===== src/rtl/sub_pkg.sv =====
// Shared definitions for the sequential borrow subtractor.
package sub_pkg;

  localparam int unsigned WIDTH = 32;

  typedef enum logic [1:0] {
    IDLE = 2'd0,
    BUSY = 2'd1,
    DONE = 2'd2
  } state_e;

  // Chunk widths that evenly tile the datapath as a power of two.
  function automatic bit chunk_legal(input int unsigned c);
    return (c == 1) || (c == 2) || (c == 4) || (c == 8) || (c == 16) || (c == 32);
  endfunction

endpackage


===== src/rtl/full_subtractor.sv =====
// One-bit full subtractor: d = a - b - bin, borrow out on underflow.
module full_subtractor (
  input  logic a_i,
  input  logic b_i,
  input  logic bin_i,
  output logic d_o,
  output logic bout_o
);

  assign d_o    = a_i ^ b_i ^ bin_i;
  assign bout_o = (~a_i & b_i) | (~(a_i ^ b_i) & bin_i);

endmodule


===== src/rtl/seq_borrow_subtractor.sv =====
// Multi-cycle 32-bit subtractor resolving CHUNK bits per clock, LSB chunk first,
// with a registered borrow between chunks and valid/ready on both sides.
// Optional feature macro: SUB_OVF_EN adds the registered signed-overflow output Ovf.
module seq_borrow_subtractor
  import sub_pkg::*;
#(
  parameter int unsigned CHUNK = 8
) (
  input  logic             clk,
  input  logic             rst_n,
  input  logic             in_valid,
  output logic             in_ready,
  input  logic [WIDTH-1:0] A,
  input  logic [WIDTH-1:0] B,
  input  logic             Bin,
  output logic             out_valid,
  input  logic             out_ready,
  output logic [WIDTH-1:0] Diff,
`ifdef SUB_OVF_EN
  output logic             Ovf,
`endif
  output logic             Bout
);

  localparam int unsigned NCHUNK   = WIDTH / CHUNK;
  localparam int unsigned CNT_W    = (NCHUNK > 1) ? $clog2(NCHUNK) : 1;
  localparam int unsigned CHUNK_LG = $clog2(CHUNK);
  localparam int unsigned OFF_W    = $clog2(WIDTH);

  // Reject chunk widths that do not tile the word.
  if (!chunk_legal(CHUNK)) begin : g_bad_chunk
    $error("seq_borrow_subtractor: illegal CHUNK value %0d", CHUNK);
  end

  state_e             state_q;
  logic [WIDTH-1:0]   a_q, b_q, diff_q;
  logic [CNT_W-1:0]   cnt_q;
  logic               bw_q, bout_q, in_ready_q, out_valid_q;
`ifdef SUB_OVF_EN
  logic               ovf_q;
`endif

  logic [CHUNK-1:0]   a_chunk, b_chunk, d_chunk;
  logic [CHUNK:0]     bw_chain;
  logic [WIDTH-1:0]   diff_d;
  logic               last_chunk;

  // Select the active chunk and merge its result into the running difference.
  if (NCHUNK == 1) begin : g_single
    assign a_chunk = a_q;
    assign b_chunk = b_q;
    assign diff_d  = d_chunk;
  end else begin : g_multi
    logic [OFF_W-1:0] off;
    assign off     = OFF_W'(32'(cnt_q) << CHUNK_LG);
    assign a_chunk = a_q[off +: CHUNK];
    assign b_chunk = b_q[off +: CHUNK];
    assign diff_d  = (diff_q & ~(WIDTH'({CHUNK{1'b1}}) << off)) | (WIDTH'(d_chunk) << off);
  end

  // Per-cycle borrow chain seeded from the borrow register.
  assign bw_chain[0] = bw_q;
  for (genvar i = 0; i < CHUNK; i++) begin : g_fs
    full_subtractor u_fs (
      .a_i   (a_chunk[i]),
      .b_i   (b_chunk[i]),
      .bin_i (bw_chain[i]),
      .d_o   (d_chunk[i]),
      .bout_o(bw_chain[i+1])
    );
  end

  assign last_chunk = (cnt_q == CNT_W'(NCHUNK - 1));

  // Control FSM with operand, result, counter and borrow registers.
  always_ff @(posedge clk or negedge rst_n) begin
    if (!rst_n) begin
      state_q     <= IDLE;
      a_q         <= '0;
      b_q         <= '0;
      diff_q      <= '0;
      cnt_q       <= '0;
      bw_q        <= 1'b0;
      bout_q      <= 1'b0;
      in_ready_q  <= 1'b1;
      out_valid_q <= 1'b0;
`ifdef SUB_OVF_EN
      ovf_q       <= 1'b0;
`endif
    end else begin
      case (state_q)
        IDLE: begin
          if (in_valid) begin
            a_q        <= A;
            b_q        <= B;
            bw_q       <= Bin;
            cnt_q      <= '0;
            diff_q     <= '0;
            in_ready_q <= 1'b0;
            state_q    <= BUSY;
          end
        end
        BUSY: begin
          diff_q <= diff_d;
          bw_q   <= bw_chain[CHUNK];
          cnt_q  <= cnt_q + CNT_W'(1);
          if (last_chunk) begin
            cnt_q       <= '0;
            bout_q      <= bw_chain[CHUNK];
`ifdef SUB_OVF_EN
            ovf_q       <= (a_q[WIDTH-1] != b_q[WIDTH-1]) && (d_chunk[CHUNK-1] != a_q[WIDTH-1]);
`endif
            out_valid_q <= 1'b1;
            state_q     <= DONE;
          end
        end
        DONE: begin
          if (out_ready) begin
            out_valid_q <= 1'b0;
            in_ready_q  <= 1'b1;
            state_q     <= IDLE;
          end
        end
        default: begin
          state_q     <= IDLE;
          in_ready_q  <= 1'b1;
          out_valid_q <= 1'b0;
        end
      endcase
    end
  end

  assign in_ready  = in_ready_q;
  assign out_valid = out_valid_q;
  assign Diff      = diff_q;
  assign Bout      = bout_q;
`ifdef SUB_OVF_EN
  assign Ovf       = ovf_q;
`endif

endmodule

===== config.mk =====
export PLATFORM = sky130hd
export DESIGN_NAME = seq_borrow_subtractor
export DESIGN_NICKNAME = d
export VERILOG_FILES = /design/src/rtl/sub_pkg.sv /design/src/rtl/full_subtractor.sv /design/src/rtl/seq_borrow_subtractor.sv
export SDC_FILE = /design/constraint.sdc
export NUM_CORES = 1
export LEC_CHECK = 0
export CORE_MARGIN = 2
export CORE_UTILIZATION = 35
export CTS_CLUSTER_DIAMETER = 50
export DETAILED_ROUTE_END_ITERATION = 10
export MAX_ROUTING_LAYER = met4
export RECOVER_POWER = 100
export SLEW_MARGIN = 25
export SYNTH_ARGS = -nofsm -noshare
export SYNTH_HDL_FRONTEND = slang
export SYNTH_SLANG_ARGS = --single-unit

===== constraint.sdc =====
create_clock -name clk -period 6.7 [get_ports clk]
set_input_delay 0.67 -clock clk [delete_from_list [all_inputs] [get_ports clk]]
set_output_delay 0.67 -clock clk [all_outputs]
set_load 0.01 [all_outputs]

# Word-level counts from Yosys, hierarchy flattened
# Index checks and enable logic that the tools add are counted.
[word_totals]
ff_bits = 104
latch_bits = 0
mem_bits_rw = 0
romBits = 0
inputBits = 69
output_inout_bits = 35
wordCells = 106
memories = 0
[op_classes]
n_addsub = 1
multipliers = 0
div_mod_pow = 0
order_cmp = 0
eq_ne = 6
shifts = 4
muxes = 17
n_bitwise = 61
reduce_logical = 8
[ops]
columns = ["operator", "count"]
rows = [
  ["case mux 32 bit (2 select lines)", 1],
  ["variable part select 32 x 6 -> 8 bit", 2],
  ["AND 32 bit", 1],
  ["two-way mux 32 bit", 1],
  ["inverter 32 bit", 1],
  ["bitwise OR 32 bit", 1],
  ["left shift 8 x 5 -> 32 bit", 1],
  ["left shift 8 x 5 -> 32 bit, first input constant", 1],
  ["inverter 1 bit", 18],
  ["AND 1 bit", 16],
  ["bitwise XOR 1 bit", 16],
  ["two-way mux 2 bit", 5],
  ["AND reduction 3 bit", 3],
  ["bitwise OR 1 bit", 8],
  ["inequality test 2 bit, second input constant", 3],
  ["case mux 1 bit (3 select lines)", 2],
  ["case mux 2 bit (3 select lines)", 1],
  ["AND reduction 2 bit", 3],
  ["two-way mux 1 bit", 5],
  ["== test 2 bit, second input constant", 2],
  ["case mux 2 bit (2 select lines)", 1],
  ["adder 2 x 1 -> 2 bit, second input constant", 1],
  ["== test 2 x 1 -> 1 bit, second input constant", 1],
  ["zero test 2 bit", 1],
  ["other kinds (2)", 2],
]

# Longest topological paths before layout
[logic_depth]
word_depth = 21
ltp_mapped = 15
mapped_depth_nobuf = 14

# Hierarchy
# From an unflattened synthesis, not the netlist that was laid out.
[hier_totals]
hier_cells = 307
area_unflattened_um2 = 4829.6
[by_module_without_submodules]
columns = ["module", "instances", "cells_per_inst", "area_per_inst_um2"]
rows = [
  ["seq_borrow_subtractor", 1, 275, 4579.4],
  ["full_subtractor", 8, 4, 31.3],
]

# Least setup slack after synthesis
# OpenSTA, ideal clock, no wires.
[synth_timing]
path_type = "register to register"
from = "register cnt_q[0]"
to = "register diff_q[15], in the netlist Diff[15]"
setup_time_ps = 78
arrival_ps = 4255
slack_ps = 2367
path_stages_with_launch = 13
n_path_buf = 2
period_less_slack_ps = 4333
path_cell_list = "dfrtp_1 buf_2 buf_2 mux4_2 fa_1 fa_1 fa_1 fa_1 fa_1 fa_1 inv_1 fa_1 o2bb2ai_1"
[synth_between]
elab_chain_len = 21
[synth_rtl]
columns = ["item", "line_no", "source"]
rows = [
  ["start, declared", "seq_borrow_subtractor.sv:37", "logic [CNT_W-1:0] cnt_q;"],
  ["start signal, assigned", "seq_borrow_subtractor.sv:106", "cnt_q <= cnt_q + CNT_W'(1);"],
  ["variable part select 32 x 6 -> 8 bit (on tied branches)", "seq_borrow_subtractor.sv:56, seq_borrow_subtractor.sv:57", ""],
  ["bitwise XOR 1 bit", "full_subtractor.sv:11", "assign bout_o = (~a_i & b_i) | (~(a_i ^ b_i) & bin_i);"],
  ["inverter 1 bit", "full_subtractor.sv:11", ""],
  ["AND 1 bit", "full_subtractor.sv:11", ""],
  ["bitwise OR 1 bit", "full_subtractor.sv:11", ""],
  ["AND 1 bit", "full_subtractor.sv:11", ""],
  ["bitwise OR 1 bit", "full_subtractor.sv:11", ""],
  ["AND 1 bit", "full_subtractor.sv:11", ""],
  ["[... 5 more ...]", "n/a", ""],
  ["AND 1 bit", "full_subtractor.sv:11", ""],
  ["bitwise OR 1 bit", "full_subtractor.sv:11", ""],
  ["AND 1 bit", "full_subtractor.sv:11", ""],
  ["bitwise OR 1 bit", "full_subtractor.sv:11", ""],
  ["bitwise XOR 1 bit", "full_subtractor.sv:10", "assign d_o = a_i ^ b_i ^ bin_i;"],
  ["left shift 8 x 5 -> 32 bit", "seq_borrow_subtractor.sv:58", "assign diff_d = (diff_q & ~(WIDTH'({CHUNK{1'b1}}) << off)) | (WIDTH'(d_chunk) << off);"],
  ["bitwise OR 32 bit (*)", "seq_borrow_subtractor.sv:58", ""],
  ["case mux 32 bit (2 select lines) (*)", "seq_borrow_subtractor.sv:91", "case (state_q)"],
  ["end signal, assigned", "seq_borrow_subtractor.sv:104", "diff_q <= diff_d;"],
  ["end, declared", "seq_borrow_subtractor.sv:36", "logic [WIDTH-1:0] a_q, b_q, diff_q;"],
]
# Every way passes the cells marked *; elsewhere a longest branch is shown, timed or not.
# A chain may end at the register's enable or synchronous reset.

# Worst setup path in the final report
[layout_timing]
from = "register cnt_q[0]"
to = "register diff_q[23], in the netlist Diff[23]"
# Same word-level chain as after synthesis.

==> metrics.csv <==
metric,value,unit
syn_nets,378,
final setup fails,0,
Routed Wire Length,10770,um
Filler cells,1288,
Final Skew,9.218,ps
Post-Syn Instances,297,
Critical Path End Type,flop,
number of synthesized register bits,104,
slew margin rel.,-23.89,%
H-Tree Depth,3,
CTS Hold Bufs,0,
postcts setup bufs,0,
RSZ-0062 raised after global routing,no,
Slew @ Worst Pin,1855,ps
Resize count post-CTS,0,
clock latency on the worst-skew pair,340,ps
row count,43,
Fmax,189.0,MHz
Ports,104,
routability cong.,0.8061,
WP data required,6960,ps
Metal-1 WL,4918,um
Final Non-Filler Cells,585,
Syn. warnings,0,
WP data arrival,5560,ps
die height,122.6,um
max cap viols,2,
initial antenna violation count,0,
1st-pass router iterations,4,
Layout Nets,481,
core area,0.01383,mm2
Async SR Flop Fraction,100.0,%
first-pass GRT wire length,17300,um
clock root buffer,clkbuf_16,
final core occ,43.78,%
largest net degree at the start of global routing,77,
GRT Total Usage,15.79,%
Mapped Avg Cell Area,16.57,um2
Clock transition at path regs,70,ps
Post-synth top cells,"dfrtp_1, mux2_4, a22o_1, mux4_2, inv_1",
met3 wire length,438,um
Initial DRC Count,114,
worst-path fanout max,14,
violated checks,"capacitance limit, slew limit",
Worst Setup Path Type,reg2reg,
Inserted Diodes,0,
number of synthesized flops with an enable pin,0,
Vias,2869,
Tmin final,5291,ps
Static Leak,2.594,nW
vias in the first global route,3033,
maximum vdd drop,247.5,uV
CTS Buffer Depth,2,
top cell type's share of synthesized area,52.38,%
vias per std cell,4.904,
CTS Buf Count,9,
die area,0.01502,mm2
top-count cell post-synth,dfrtp_1,
"Hold Vio Cnt, Final",0,
Num Clock Sinks,104,
Starting Density,35.59,%
port bufs,103,
WL/cell,18.40,um
Die W,122.6,um
sequential area share after synthesis,52.91,%
hold_ws,487.1,ps
DP Cell Count,569,
ys flop type,dfrtp_1,
Fin Setup TNS,0,ps
Hold Crit Class,reg2reg,
Final Slew Violations,51,
status,"complete, but fails checks",
layout cells sized above 1,14.32,%
Tcrit/Tclk final,78.98,%
Pwr Density,529.9,mW/mm2
met2 WL post-DR,5271,um
number of library cell types mapped by synthesis,31,
TritonCTS clock tree,built,
Top Layer Used,met4,
DR DRC count,0,
cell taking the most area after synthesis,dfrtp_1,
dominant cells by area after synthesis,"dfrtp_1, mux2_4, mux4_2, a22o_1, fa_1",
total congestion overflow,0,
dpl hpwl,8052,um
cell area after synthesis,0.004921,mm2
CP Launch Type,flop,
Routed Antenna Nets,0,
area delta synth->final,23.01,%
==> cell usage in the layout (no fill, tap or decap), drive strengths merged, types with 2 or more instances in the layout <==
cell type,netlist,final
inv,12,14
mux2,65,65
clkinv,0,3
nor2,3,3
nand3,4,4
nand2b,4,4
nor3,4,4
o2bb2ai,8,8
a22o,25,25
nand2,7,7
a21o,4,4
nor2b,2,2
clkbuf,1,13
o21ai,3,3
a21oi,3,3
dfrtp,103,103
mux4,16,16
clkinvlp,0,2
ha,4,4
clkdlybuf4s50,0,66
dlygate4sd3,0,36
fa,8,8
and2b,2,2
==> cell type report <==
cell class	instances	area [um2]	share of cell area [%]
Clock inverter	7	55.05	0.9095
Multi-Input combinational cell	166	1851	30.57
Clock buffer	9	225.2	3.721
Inverter	12	45.04	0.7441
Tap cell	180	225.2	3.721
Sequential cell	104	2604	43.01
Timing Repair Buffer	107	1049	17.32
==> final timing paths <==
| path | from | end | slack, ps | cells after the start |
|---|---|---|---|---|
| max in group asynchronous | rst_n | Diff[24]$_DFFE_PN0P_ | 4650 | 2 |
| max | cnt_q[0]$_DFFE_PN0P_ | Diff[23]$_DFFE_PN0P_ | 1410 | 13 |
| max reg2reg | cnt_q[0]$_DFFE_PN0P_ | Diff[23]$_DFFE_PN0P_ | 1410 | 13 |
| min in group asynchronous | rst_n | a_q[23]$_DFFE_PN0P_ | 690 | 1 |
| min reg2reg | b_q[27]$_DFFE_PN0P_ | b_q[27]$_DFFE_PN0P_ | 490 | 1 |
| min | b_q[27]$_DFFE_PN0P_ | b_q[27]$_DFFE_PN0P_ | 490 | 1 |
==> cells by family (layout without fill, tap and decap cells) <==
| kind of cell | Yosys count | in the layout | share of synthesized area [%] |
|---|---|---|---|
| AOI/OAI and AO/OA | 47 | 47 | 7.730 |
| adders and majority gates | 12 | 12 | 4.272 |
| buffers and inverters | 27 | 135 | 4.907 |
| DFF | 104 | 104 | 52.91 |
| muxes | 81 | 81 | 26.77 |
| and+or+nand+nor | 26 | 26 | 3.407 |
==> power by group <==
group | total [W] | switching (W) | leakage (nW) | internal [W]
logic | 0.00157 | 0.000771 | 1.19 | 0.000801
clock network | 0.000495 | 0.000240 | 0.132 | 0.000255
registers | 0.00114 | 0.000210 | 1.27 | 0.000931
total | 0.00321 | 0.00122 | 2.59 | 0.00199
==> worst max-delay path, cell delays in order, from the launching register on <==
cell	delay [ps]
dfrtp_1	730
clkbuf_1	830
mux4_2	390
fa_1	160
inv_1	50
fa_1	370
fa_1	390
fa_1	390
fa_1	380
fa_1	410
fa_1	380
inv_1	80
fa_1	480
o2bb2ai_1	170
==> metrics by stage <==
| step | setup WS (ps) | area, um2 | total power [W] |
|---|---|---|---|
| after CTS | 1935 | 6289 | 0.003466 |
| final | 1409 | 6053 | 0.003208 |
| after global routing | 956.0 | 6053 | 0.003437 |
| after global placement | 2044 | 6008 | 0.002909 |
| after detailed placement | 1955 | 6008 | 0.002959 |
| after floorplan | 2367 | 4921 | 0.002420 |
==> metal layers <==
metal	up-vias	track usage, %
met5	-	-
met1	1472	21.62
met4	0	4.167
met2	81	24.34
li1	1304	-
met3	12	2.928
==> state kept, by name, indices dropped and copies added, names as in the netlist <==
register and count:
bw_q 1, Bout 1, out_valid 1, Diff 32, a_q 32, state_q 2, b_q 32, in_ready 1
cnt_q 2
No activity file was read; power rests on OpenSTA's default activity.
